$ cat config.mk
export PLATFORM = sky130hd
export DESIGN_NAME = snes_rom_port
export DESIGN_NICKNAME = d
export VERILOG_FILES = /design/src/rtl/snes_rom_pkg.sv /design/src/rtl/snes_rom_line.sv /design/src/rtl/snes_rom_port.sv
export SDC_FILE = /design/constraint.sdc
export NUM_CORES = 1
export LEC_CHECK = 0
export CAP_MARGIN = 10
export CORE_MARGIN = 4
export CORE_UTILIZATION = 23
export CTS_CLUSTER_DIAMETER = 150
export DETAILED_ROUTE_END_ITERATION = 12
export GPL_TIMING_DRIVEN = 0
export SYNTH_ARGS = -nofsm -noshare
export SYNTH_HDL_FRONTEND = slang
export SYNTH_SLANG_ARGS = --single-unit
$ cat constraint.sdc
create_clock -name mclk -period 3.5 [get_ports mclk]
set_clock_uncertainty 0.2 [all_clocks]
set_input_delay 0.7 -clock mclk [delete_from_list [all_inputs] [get_ports mclk]]
set_output_delay 0.7 -clock mclk [all_outputs]
set_load 0.02 [all_outputs]
$ cat src/rtl/snes_rom_pkg.sv
// Shared definitions for the SNES cartridge ROM port.
//   ROM_ADDR_W : default ROM byte-address width
//   ROM_CNT_W  : default width of the saturating fetch counter
//   rom_state_e: request FSM states
//   rom_fmt    : byte/word return formatting toward the mappers
package snes_rom_pkg;

  localparam int unsigned ROM_ADDR_W = 24;
  localparam int unsigned ROM_CNT_W  = 16;

  typedef enum logic [0:0] {
    IDLE = 1'b0,
    REQ  = 1'b1
  } rom_state_e;

  // Word reads return the whole line. Byte reads replicate the addressed
  // byte on both lanes, so mappers may take either half of the bus.
  function automatic logic [15:0] rom_fmt(input logic [15:0] line,
                                          input logic        a0,
                                          input logic        word);
    logic [7:0] b;
    b = a0 ? line[15:8] : line[7:0];
    return word ? line : {b, b};
  endfunction

endpackage

$ cat src/rtl/snes_rom_line.sv
// Single-entry ROM line cache: one tag, one 16-bit data word, one valid bit.
//   clk, rst   : clock and synchronous active-high reset
//   inv        : clears the valid bit (takes priority over fill)
//   fill       : loads fill_tag/fill_data and marks the line valid
//   lookup_wa  : word address being looked up
//   hit        : line valid and tag matches lookup_wa
//   line       : cached data word
module snes_rom_line #(
  parameter int unsigned WA_W = 23
) (
  input  logic            clk,
  input  logic            rst,
  input  logic            inv,
  input  logic            fill,
  input  logic [WA_W-1:0] fill_tag,
  input  logic [15:0]     fill_data,
  input  logic [WA_W-1:0] lookup_wa,
  output logic            hit,
  output logic [15:0]     line
);

  logic            valid_r;
  logic [WA_W-1:0] tag_r;
  logic [15:0]     data_r;

  assign hit  = valid_r & (tag_r == lookup_wa);
  assign line = data_r;

  // Line storage: reset clears everything, invalidation beats a fill.
  always_ff @(posedge clk) begin
    if (rst) begin
      valid_r <= 1'b0;
      tag_r   <= {WA_W{1'b0}};
      data_r  <= 16'h0000;
    end else if (inv) begin
      valid_r <= 1'b0;
    end else if (fill) begin
      valid_r <= 1'b1;
      tag_r   <= fill_tag;
      data_r  <= fill_data;
    end
  end

endmodule

$ cat src/rtl/snes_rom_port.sv
// ROM read port between the mapper mux and the SDRAM controller.
// Turns the mapper's level-style read into a req/ack memory transaction,
// keeps a one-word line cache and formats byte/word returns.
//   mclk, rst            : clock and synchronous active-high reset
//   rom_addr/mask        : mapper byte address and ROM size mask
//   rom_ce_n/oe_n        : active-low strobes; both low = active access
//   rom_word             : 1 = 16-bit read, 0 = byte read
//   cache_inv            : pulse that invalidates the line (ROM reload)
//   rom_q                : registered read data to the mappers
//   rom_busy             : active access not yet satisfied by the cache
//   mem_req/addr/ack/rdata : memory handshake (level req, pulse ack)
//   fetch_cnt            : saturating count of accepted fetches
module snes_rom_port
  import snes_rom_pkg::*;
#(
  parameter int unsigned ADDR_W = ROM_ADDR_W,
  parameter int unsigned CNT_W  = ROM_CNT_W
) (
  input  logic              mclk,
  input  logic              rst,
  input  logic [ADDR_W-1:0] rom_addr,
  input  logic              rom_ce_n,
  input  logic              rom_oe_n,
  input  logic              rom_word,
  input  logic [ADDR_W-1:0] rom_mask,
  input  logic              cache_inv,
  output logic [15:0]       rom_q,
  output logic              rom_busy,
  output logic              mem_req,
  output logic [ADDR_W-1:0] mem_addr,
  input  logic              mem_ack,
  input  logic [15:0]       mem_rdata,
  output logic [CNT_W-1:0]  fetch_cnt
);

  logic              active_s;
  logic [ADDR_W-1:0] ea_s;
  logic [ADDR_W-2:0] wa_s;
  logic              hit_s;
  logic [15:0]       line_s;

  rom_state_e        state_r;
  rom_state_e        state_nxt_s;
  logic              issue_s;
  logic              ack_s;
  logic              fill_s;
  logic              bypass_s;

  logic [ADDR_W-2:0] req_wa_r;
  logic              discard_r;
  logic [15:0]       rom_q_r;
  logic              mem_req_r;
  logic [ADDR_W-1:0] mem_addr_r;
  logic [CNT_W-1:0]  fetch_cnt_r;

  assign active_s  = ~rom_ce_n & ~rom_oe_n;
  assign ea_s      = rom_addr & rom_mask;
  assign wa_s      = ea_s[ADDR_W-1:1];
  assign rom_busy  = active_s & ~hit_s;

  assign rom_q     = rom_q_r;
  assign mem_req   = mem_req_r;
  assign mem_addr  = mem_addr_r;
  assign fetch_cnt = fetch_cnt_r;

  snes_rom_line #(
    .WA_W (ADDR_W - 1)
  ) u_line (
    .clk       (mclk),
    .rst       (rst),
    .inv       (cache_inv),
    .fill      (fill_s),
    .fill_tag  (req_wa_r),
    .fill_data (mem_rdata),
    .lookup_wa (wa_s),
    .hit       (hit_s),
    .line      (line_s)
  );

  // FSM state register.
  always_ff @(posedge mclk) begin
    if (rst) begin
      state_r <= IDLE;
    end else begin
      state_r <= state_nxt_s;
    end
  end

  // FSM next-state: a miss opens a request, the ack closes it.
  always_comb begin
    state_nxt_s = state_r;
    case (state_r)
      IDLE: begin
        if (active_s && !hit_s) begin
          state_nxt_s = REQ;
        end else begin
          state_nxt_s = IDLE;
        end
      end
      REQ: begin
        if (mem_ack) begin
          state_nxt_s = IDLE;
        end else begin
          state_nxt_s = REQ;
        end
      end
      default: state_nxt_s = IDLE;
    endcase
  end

  // FSM outputs. An invalidate arriving with the ack discards that ack just
  // like one that arrived earlier in REQ; acks seen in IDLE are ignored.
  always_comb begin
    issue_s  = 1'b0;
    ack_s    = 1'b0;
    fill_s   = 1'b0;
    bypass_s = 1'b0;
    case (state_r)
      IDLE: begin
        issue_s = active_s & ~hit_s;
      end
      REQ: begin
        ack_s    = mem_ack;
        fill_s   = mem_ack & ~discard_r & ~cache_inv;
        bypass_s = fill_s & active_s & (req_wa_r == wa_s);
      end
      default: begin
        issue_s = 1'b0;
      end
    endcase
  end

  // Request registers: address latched at issue and frozen until the ack.
  always_ff @(posedge mclk) begin
    if (rst) begin
      mem_req_r  <= 1'b0;
      mem_addr_r <= {ADDR_W{1'b0}};
      req_wa_r   <= {(ADDR_W - 1){1'b0}};
    end else if (issue_s) begin
      mem_req_r  <= 1'b1;
      mem_addr_r <= {wa_s, 1'b0};
      req_wa_r   <= wa_s;
    end else if (ack_s) begin
      mem_req_r  <= 1'b0;
    end
  end

  // Discard flag: set by an invalidate while a request is outstanding.
  always_ff @(posedge mclk) begin
    if (rst) begin
      discard_r <= 1'b0;
    end else if (state_r == REQ) begin
      if (ack_s) begin
        discard_r <= 1'b0;
      end else if (cache_inv) begin
        discard_r <= 1'b1;
      end
    end else begin
      discard_r <= 1'b0;
    end
  end

  // Read data: bypass the fresh ack data, otherwise serve cache hits.
  always_ff @(posedge mclk) begin
    if (rst) begin
      rom_q_r <= 16'h0000;
    end else if (bypass_s) begin
      rom_q_r <= rom_fmt(mem_rdata, ea_s[0], rom_word);
    end else if (active_s && hit_s) begin
      rom_q_r <= rom_fmt(line_s, ea_s[0], rom_word);
    end
  end

  // Saturating count of fetches that actually filled the line.
  always_ff @(posedge mclk) begin
    if (rst) begin
      fetch_cnt_r <= {CNT_W{1'b0}};
    end else if (fill_s && (fetch_cnt_r != {CNT_W{1'b1}})) begin
      fetch_cnt_r <= fetch_cnt_r + CNT_W'(1);
    end
  end

endmodule

==> impl_metrics.yaml, run 1 <==
run_status:
  status: "complete, no violations"
yosys:
  synthDistinctLibCells: 42
  ys_warn_count: 0
  avgSynthCellArea_um2: 8.37
  syn-num-nets: 658
  synth_area_leaders: "dfxtp_1 (40%), a21oi_1 (11%), nand2_1 (8.0%)"
  synth-seq-cells: 98
  synth_area_leader_cell: "dfxtp_1"
  ys_seq_area_share_pct: 40.0
  netlist_area_mm2: 0.00491
  syn_inst: 586
  synth_top_area_share_pct: 40.0
flow_run:
  max_cap_violations: 0
floorplanning:
  die_height_um: 154
  die_w_um: 154
  io_pins: 129
  rows: 53
  start_util_pct: 23.3
  core_area_mm2: 0.0210
  die_area_mm2: 0.0237
drt:
  wire_per_inst_um: 17.0
  via_count: 4816
  ant_nets: 0
  first_pass_iters: 4
  viasPerCell: 4.74
  routed_wl_mm: 17.3
  drt_iter0_drc: 232
  drc: 0
final_layout:
  final_common_cell: "a21oi_1"
  syn_to_final_growth_pct: 41.1
  most-common-layout-cells: "a21oi_1 (108), nand2_1 (104), dfxtp_1 (98)"
  drive_gt1_share_pct: 9.32
  antenna_cells: 0
  num-nets-final: 807
  final_util_pct: 32.9
worst_setup_path:
  critical_path_required_ns: 2.60
  endpoint_kind: "output port"
  r2r_cells: 9
  timing.rr.start: "u_line.tag_r[14]"
  slowest_delay_ns: 0.57
  critPathArrivalTime_ns: 2.54
  reg2reg_to: "mem_addr[15]"
  path_cells: "clkdlybuf4s50_1 > and3_1 > o22ai_1 > or4_4 > nor3_4 > clkbuf_8 > nor2_1 > buf_4"
  reg2reg_setup_slack_ns: 0.65
  critPathLaunchType: "input port"
  crit_type: "in -> out"
  crit_slowest_cell: "clkdlybuf4s50_1"
  path_max_fanout: 5
placed_design:
  hpwlAfterDp_mm: 12.7
  place_congestion: 0.759
  io_buffers: 127
cts:
  cts_tree: "built"
  insertion_delay_ns: 0.35
  clk_pin_slew_ns: 0.06
  numCtsBuffers: 9
  cts.sinks: 98
  clockBufferDepth: 2
  root_buffer: "clkbuf_16"
  htreeDepth: 3
  hold_buffers: 0
worst_hold_path:
  min_delay_worst_endpoint: "mem_req"
  hold_start: "mem_req"
  holdPathStages: 2
  hp-class: "reg -> reg"
global_routing:
  grt_max_degree: 17
  antenna_found_initial: 1
  gr-usage-all-layers_pct: 13.9
  grt_pass1_wl_mm: 26.0
  grt_overflow: 0
  grt_pass1_vias: 4565
power:
  powerDensity_mw_per_mm2: 356
  leakagePower_nw: 2.59
  ir_drop_mv: 0.214
sta:
  min_period_over_period_pct: 98.4
  finalHoldViolCount: 0
  setup_violations: 0
  finalMaxSlewViolations: 0
  setup-tns-final_ns: 0
  rsz0062_at_grt: "no"
  tightest_slew_ns: 0.910
  slew-limit-headroom_pct: 39.1
  max_freq_mhz: 290
  fin_crit_ns: 3.44
==> how the worst max path moves through the flow <==
stage / startpoint / to / slack (ns) / cells after the start
2_1_floorplan: rom_addr[1] / rom_busy / 0.28 / 6
3_3_place_gp: rom_mask[1] / rom_busy / -1.63 / 8
3_5_place_dp: rom_mask[12] / rom_busy / -1.64 / 8
4_1_cts: rom_mask[13] / rom_busy / 0.009 / 8
5_1_grt: rom_addr[7] / rom_busy / 0.01 / 8
6_report: rom_mask[16] / rom_busy / 0.06 / 8
==> routing by layer <==
| layer | global-route usage [%] | up-vias | part of all wire, % |
|---|---|---|---|
| met3 | 2.81 | 14 | 4.5 |
| met4 | 3.41 | 2 | 0.85 |
| met5 | 0 | - | 0.046 |
| met1 | 18.7 | 2264 | 47 |
| met2 | 23.0 | 105 | 48 |
| li1 | - | 2431 | - |
==> synthesized netlist by cell type <==
master	count
or3_1	6
buf_2	3
and3_2	1
o31ai_4	1
or4_4	2
nor4_1	2
nand2_1	104
clkbuf_1	24
nand2b_1	2
nor2_1	22
nand4b_1	18
ha_1	1
and4_1	2
conb_1	1
o22ai_1	26
and3_1	42
xor2_1	4
o21ai_0	8
and2_1	5
nor4b_1	1
o31a_1	1
nor4_4	1
nor3_1	6
nand3_1	5
nand4bb_1	1
xnor2_1	9
dfxtp_1	98
o22ai_2	10
inv_1	3
buf_8	1
nand3b_1	1
o211ai_1	1
or4_1	1
a21oi_1	108
nor3b_1	1
mux2i_1	38
and4b_1	1
or2_2	2
buf_4	1
mux2_2	16
nand4_1	4
buf_1	2
==> sequential cells by signal (all words and copies together), names as in the netlist <==
| signal | flops |
|---|---|
| mem_req | 1 |
| fetch_cnt | 16 |
| discard_r | 1 |
| u_line.tag_r | 23 |
| rom_q | 16 |
| mem_addr | 23 |
| u_line.line | 16 |
| u_line.valid_r | 1 |
| state_r | 1 |
==> what timing repair did <==
| item | CTS | global route |
|---|---|---|
| setup endpoints to repair | 10 | 11 |
| endpoints found under the hold margin | 0 | 0 |
| setup buffers | 5 | 6 |
| gates resized for setup | 43 | 9 |
| pin swaps | 6 | 2 |
==> cell type report <==
class / instances / area (µm²)
well taps: 275 / 344
clock buffers: 11 / 243
clock inverters: 5 / 62.6
inverters: 3 / 11.3
fillers: 2237 / 14100
flip-flops and latches: 98 / 1960
plain buffers: 31 / 145
multi-input cells: 454 / 2820
repair buffers: 138 / 1340
==> metrics by stage <==
step | total power [mW] | cells | hold slack [ns] | cell area, µm² | setup slack, ns
6_report | 2.46 | 1015 | 0.254 | 6920 | 0.0564
2_1_floorplan | 1.30 | 586 | 0.242 | 4910 | 0.285
5_1_grt | 2.56 | 1015 | 0.286 | 6920 | 0.00976
4_1_cts | 2.49 | 1009 | 0.260 | 6850 | 0.00898
3_5_place_dp | 1.48 | 988 | 0.251 | 6520 | -1.64
3_3_place_gp | 1.47 | 988 | 0.243 | 6520 | -1.63
==> power by group <==
| part | switching, mW | total, mW | leakage [nW] | internal [mW] |
|---|---|---|---|---|
| combinational | 0.165 | 0.299 | 1.66 | 0.133 |
| sequential | 0.0141 | 1.14 | 0.791 | 1.13 |
| clock | 0.446 | 1.02 | 0.142 | 0.578 |
==> worst max-delay path, delay by kind of cell <==
| family | cells | cell delay [ns] |
|---|---|---|
| buffers and inverters | 3 | 0.90 |
| and+or+nand+nor | 4 | 0.85 |
| AOI/OAI and AO/OA | 1 | 0.09 |
==> cells by family after synthesis <==
group	synth area share (%)
compound gates	18.5
xor+xnor	2.32
fa+ha+maj	0.255
buf+inv	2.98
flops	40.0
mux	11.4
other cells	0.0764
simple gates	24.5
Note: power is estimated with default switching activity, not from simulation.
==> run 2: changes to the inputs <==
--- a/config.mk
+++ b/config.mk
@@ -6,7 +6,6 @@
 export NUM_CORES = 1
 export LEC_CHECK = 0
 export CAP_MARGIN = 10
-export CORE_MARGIN = 4
 export CORE_UTILIZATION = 23
 export CTS_CLUSTER_DIAMETER = 150
 export DETAILED_ROUTE_END_ITERATION = 12
==> run 2 against run 1 <==
  * Routed wire length is 3.2% lower
  * Setup slack better by 0.013 ns
  * Flip-flop and latch count stayed put
  * Design area is 1.0% higher
  * Power is 5.8% higher
==> impl_metrics.yaml, run 2 (synthesis results as in run 1) <==
cts:
  htreeDepth: 3
  root_buffer: "clkbuf_16"
  numCtsBuffers: 9
  hold_buffers: 0
  clockBufferDepth: 2
  insertion_delay_ns: 0.35
  clk_pin_slew_ns: 0.06
  cts_tree: "built"
  cts.sinks: 98
worst_hold_path:
  hold_start: "mem_req"
  min_delay_worst_endpoint: "mem_req"
  hp-class: "reg -> reg"
  holdPathStages: 2
placed_design:
  place_congestion: 0.804
  dpl.cell_count: 988
  hpwlAfterDp_mm: 12.3
  io_buffers: 127
worst_setup_path:
  reg2reg_to: "mem_addr[19]"
  endpoint_kind: "output port"
  timing.rr.start: "u_line.tag_r[14]"
  path_cells: "clkdlybuf4s50_1 > and3_1 > o22ai_1 > or4_4 > nor3_4 > clkbuf_8 > nor2_1 > buf_4"
  critPathLaunchType: "input port"
  critical_path_required_ns: 2.60
  crit_slowest_cell: "or4_4"
  reg2reg_setup_slack_ns: 0.67
  path_buf_inv: 3
  crit_type: "in -> out"
  path_max_fanout: 3
  r2r_cells: 9
  slowest_delay_ns: 0.56
  cp_top_family: "simple AND/OR/NAND/NOR gates"
  critPathArrivalTime_ns: 2.53
final_layout:
  fin_cells: 1015
  antenna_cells: 0
  final_util_pct: 33.4
  multiInputGateArea_mm2: 0.00282
  most-common-layout-cells: "a21oi_1 (107), nand2_1 (104), dfxtp_1 (98)"
  syn_to_final_growth_pct: 42.5
  final_common_cell: "a21oi_1"
  nFillCells: 2245
  num-nets-final: 807
  drive_gt1_share_pct: 9.32
  ff_latch_area_mm2: 0.00196
power:
  p_switching_mw: 0.605
  ir_drop_mv: 0.209
  p_sw_share_pct: 23.2
  powerDensity_mw_per_mm2: 373
  clock_power_share_pct: 44.7
  power.share.sequential_pct: 43.8
  intPower_mw: 2.00
  leakagePower_nw: 2.66
  power_frac_comb_pct: 11.5
drt:
  first_pass_iters: 4
  drt_iter0_drc: 303
  routed_wl_mm: 16.7
  drc: 0
  wire_per_inst_um: 16.5
  via_count: 4890
  viasPerCell: 4.82
  ant_nets: 0
sta:
  finalMaxSlewViolations: 0
  slew-limit-headroom_pct: 38.1
  finalHoldViolCount: 0
  rsz0062_at_grt: "no"
  max_freq_mhz: 291
  min_period_over_period_pct: 98.0
  setup_violations: 0
  fin_crit_ns: 3.43
  tightest_slew_ns: 0.924
global_routing:
  gr-usage-all-layers_pct: 15.1
  grt_overflow: 0
  grt_pass1_vias: 4611
  grt_pass1_wl_mm: 25.3
  antenna_found_initial: 0
  grt_max_degree: 16
run_status:
  status: "complete, no violations"
floorplanning:
  rows: 53
  io_pins: 129
  core_area_mm2: 0.0210
  die_area_mm2: 0.0219
  start_util_pct: 23.4
  die_height_um: 148
  die_w_um: 148
flow_run:
  max_cap_violations: 0
[run 2: cell types whose count changed in the layout (fill, tap and decap cells not counted), sizes merged, moves of 2 or more]
cell and delta:
dlygate4sd2 -8, clkdlybuf4s50 +2, bufinv +2, dlymetal6s2s +6
[run 2: worst min-delay path: stages (launching register included)]
cell	delay (ns)
dfxtp_1	0.31
nand2_1	0.05
a21oi_1	0.05
[run 2: worst max-delay path by stage]
stage	cells after the start	end	startpoint
6_report	8	rom_busy	rom_mask[10]
2_1_floorplan	6	rom_busy	rom_addr[1]
5_1_grt	8	rom_busy	rom_mask[20]
3_3_place_gp	8	rom_busy	rom_mask[1]
3_5_place_dp	8	rom_busy	rom_mask[23]
4_1_cts	8	rom_busy	rom_mask[6]
[run 2: timing repair]
action	CTS	global route
pin swaps	4	4
gates resized for setup	33	17
endpoints found under the setup margin	10	14
buffers inserted	6	5
[run 2: power by group through the flow]
stage / Sequential, mW / Clock, mW / Combinational, mW
6_report: 1.14 / 1.17 / 0.299
5_1_grt: 1.14 / 1.24 / 0.321
4_1_cts: 1.14 / 1.19 / 0.300
3_5_place_dp: 1.17 / 0 / 0.306
3_3_place_gp: 1.17 / 0 / 0.305
2_1_floorplan: 1.17 / 0 / 0.122
[run 2: cell type report]
class | count | area share (%)
Multi-Input combinational cell | 454 | 40.3
Sequential cell | 98 | 28.1
Timing Repair Buffer | 138 | 19.4
Tap cell | 275 | 4.92
Clock buffer | 12 | 3.67
Buffer | 31 | 2.08
Clock inverter | 4 | 1.40
Inverter | 3 | 0.161
[run 2: metal layers]
| metal | share of wire (%) | wire length (µm) | up-vias | GRT usage (%) |
|---|---|---|---|---|
| met5 | 0 | 0 | - | 0 |
| met4 | 2.3 | 376 | 0 | 5.88 |
| met3 | 6.4 | 1070 | 22 | 3.65 |
| met2 | 47 | 7830 | 130 | 24.6 |
| met1 | 44 | 7430 | 2299 | 19.2 |
| li1 | - | - | 2439 | - |
[run 2: per-stage QoR]
stage | area, µm² | setup WS [ns] | power [mW] | setup TNS (ns) | hold WS, ns
floorplan | 4910 | 0.285 | 1.30 | 0 | 0.242
global placement | 6520 | -1.53 | 1.47 | -10.60 | 0.245
detailed placement | 6520 | -1.51 | 1.47 | -10.49 | 0.255
CTS | 6910 | 0.00904 | 2.63 | 0 | 0.265
global route | 6990 | 0.0211 | 2.70 | 0 | 0.285
finish | 6990 | 0.0690 | 2.61 | 0 | 0.263
==> run 3: changes to the inputs <==
--- a/config.mk
+++ b/config.mk
@@ -6,7 +6,7 @@
 export NUM_CORES = 1
 export LEC_CHECK = 0
 export CAP_MARGIN = 10
-export CORE_UTILIZATION = 23
+export CORE_UTILIZATION = 30
 export CTS_CLUSTER_DIAMETER = 150
 export DETAILED_ROUTE_END_ITERATION = 12
 export GPL_TIMING_DRIVEN = 0
==> run 3 against run 2 <==
  * Critical path depth unchanged
  * Global-route usage increased by 4.8 points
  * First-iteration DRC count decreased by 7.9%
  * Die area decreased by 23%
  * Hold slack improved by 0.0060 ns
  * Combinational power about the same
  * Routed wire length increased by 0.36%
  * Power decreased by 7.4%
  * Register-to-register slack got worse by 0.03 ns
  * Maximum frequency decreased by 0.12%
  * Largest cell class unchanged
  * Largest power group is now sequential cells
==> impl_metrics.yaml, run 3 (synthesis results as in run 1) <==
global_routing:
  antenna_found_initial: 0
  grt_overflow: 0
  grt_pass1_wl_mm: 25.7
  gr-usage-all-layers_pct: 19.9
  grt_max_degree: 17
  grt_pass1_vias: 4951
placed_design:
  place_ws_ns: -1.49
  hpwlAfterDp_mm: 12.0
  io_buffers: 127
  dpl_cell_area_mm2: 0.00645
  place_congestion: 0.886
sta:
  fin_ws_ns: 0.0648
  slew-limit-headroom_pct: 39.7
  min_period_over_period_pct: 98.1
  finalHoldViolCount: 0
  setup-tns-final_ns: 0
  max_freq_mhz: 291
  fin_crit_ns: 3.44
  tightest_slew_ns: 0.902
  finalMaxSlewViolations: 0
  setup_violations: 0
worst_setup_path:
  reg2reg_setup_slack_ns: 0.64
  critPathLaunchType: "input port"
  r2r_cells: 8
  path_max_fanout: 3
  critical_path_required_ns: 2.60
  critPathArrivalTime_ns: 2.54
  endpoint_kind: "output port"
  timing.rr.start: "u_line.tag_r[2]"
  reg2reg_to: "mem_addr[22]"
  crit_type: "in -> out"
cts:
  cts.sinks: 98
  root_buffer: "clkbuf_16"
  htreeDepth: 3
  clockBufferDepth: 2
  numCtsBuffers: 9
  hold_buffers: 0
  cts_tree: "built"
  clk_pin_slew_ns: 0.07
  insertion_delay_ns: 0.34
final_layout:
  num-nets-final: 804
  nFillCells: 1607
  final_common_cell: "a21oi_1"
  antenna_cells: 0
  final_util_pct: 42.9
  final_cell_area_mm2: 0.00684
  syn_to_final_growth_pct: 39.4
  ff_latch_area_mm2: 0.00196
  multiInputGateArea_mm2: 0.00282
  drive_gt1_share_pct: 9.09
  most-common-layout-cells: "a21oi_1 (107), nand2_1 (104), dfxtp_1 (98)"
drt:
  wire_per_inst_um: 17.6
  drt_iter0_drc: 279
  drc: 0
  via_count: 4937
  routed_wl_mm: 16.8
  ant_nets: 0
  first_pass_iters: 4
  viasPerCell: 5.18
worst_hold_path:
  hp-class: "reg -> reg"
  holdPathStages: 2
  hold_start: "u_line.tag_r[19]"
  min_delay_worst_endpoint: "u_line.tag_r[19]"
floorplanning:
  io_pins: 129
  die_area_mm2: 0.0169
  rows: 46
  core_area_mm2: 0.0159
  die_height_um: 130
  die_w_um: 130
  start_util_pct: 30.8
power:
  finalPower_mw: 2.42
  leakagePower_nw: 2.62
  powerDensity_mw_per_mm2: 353
  ir_drop_mv: 0.217
flow_run:
  max_cap_violations: 0
run_status:
  status: "complete, no violations"
## run 3: changes by cell type in the layout (fill, tap and decap cells not counted)
cell / before / now
buf_4: 13 / 10
bufinv_16: 3 / 0
clkbuf_1: 24 / 23
clkinv_2: 0 / 1
clkinv_4: 0 / 3
dlygate4sd2_1: 23 / 22
dlymetal6s2s_1: 15 / 16
## run 3: stage by stage
step / hold slack (ns) / instances
after floorplan: 0.242 / 586
after global placement: 0.250 / 929
after detailed placement: 0.259 / 929
after CTS: 0.269 / 950
after global routing: 0.284 / 953
final: 0.269 / 953
## run 3: layout make-up
cell class                 instances  area share [%]
inverter                           3           0.165
clock buffer                      11            3.70
timing repair buffer             135            19.6
multi-input combinational        454            41.2
clock inverter                     5           0.567
buffer                            31            2.12
tap                              216            3.95
sequential                        98            28.7
## run 3: worst max-delay path: stages
cell             delay (ns)
clkdlybuf4s50_1        0.49
and3_1                 0.17
o22ai_1                0.09
or4_4                  0.56
nor3_4                 0.16
clkbuf_8               0.16
nor2_1                 0.04
buf_4                  0.17
## run 3: timing repair
action	in CTS	in global routing
gates resized for setup	32	18
setup endpoints to repair	10	11
pin swaps	5	4
buffers inserted	5	3
## run 3: worst max path at each step
stage	startpoint	to	slack (ns)
after floorplan	rom_addr[1]	rom_busy	0.28
after global placement	rom_mask[1]	rom_busy	-1.52
after detailed placement	rom_addr[12]	rom_busy	-1.49
after CTS	rom_mask[6]	rom_q[6]	0.004
after global routing	rom_mask[7]	rom_busy	-0.007
final	rom_addr[7]	rom_busy	0.06
## run 3: metal layers
| metal | GRT usage [%] | share of wire [%] | vias up |
|---|---|---|---|
| met5 | 0 | 0 | - |
| met1 | 25.5 | 45 | 2364 |
| li1 | - | - | 2418 |
| met4 | 6.57 | 1.4 | 0 |
| met2 | 33.4 | 48 | 133 |
| met3 | 3.90 | 5.9 | 22 |
## run 3: power breakdown
group          total [mW]  switching (mW)  leakage, nW  internal [mW]
combinational       0.301           0.164         1.69          0.136
sequential           1.14          0.0146        0.791           1.13
clock               0.973           0.449        0.142          0.524
total                2.42           0.628         2.62           1.79
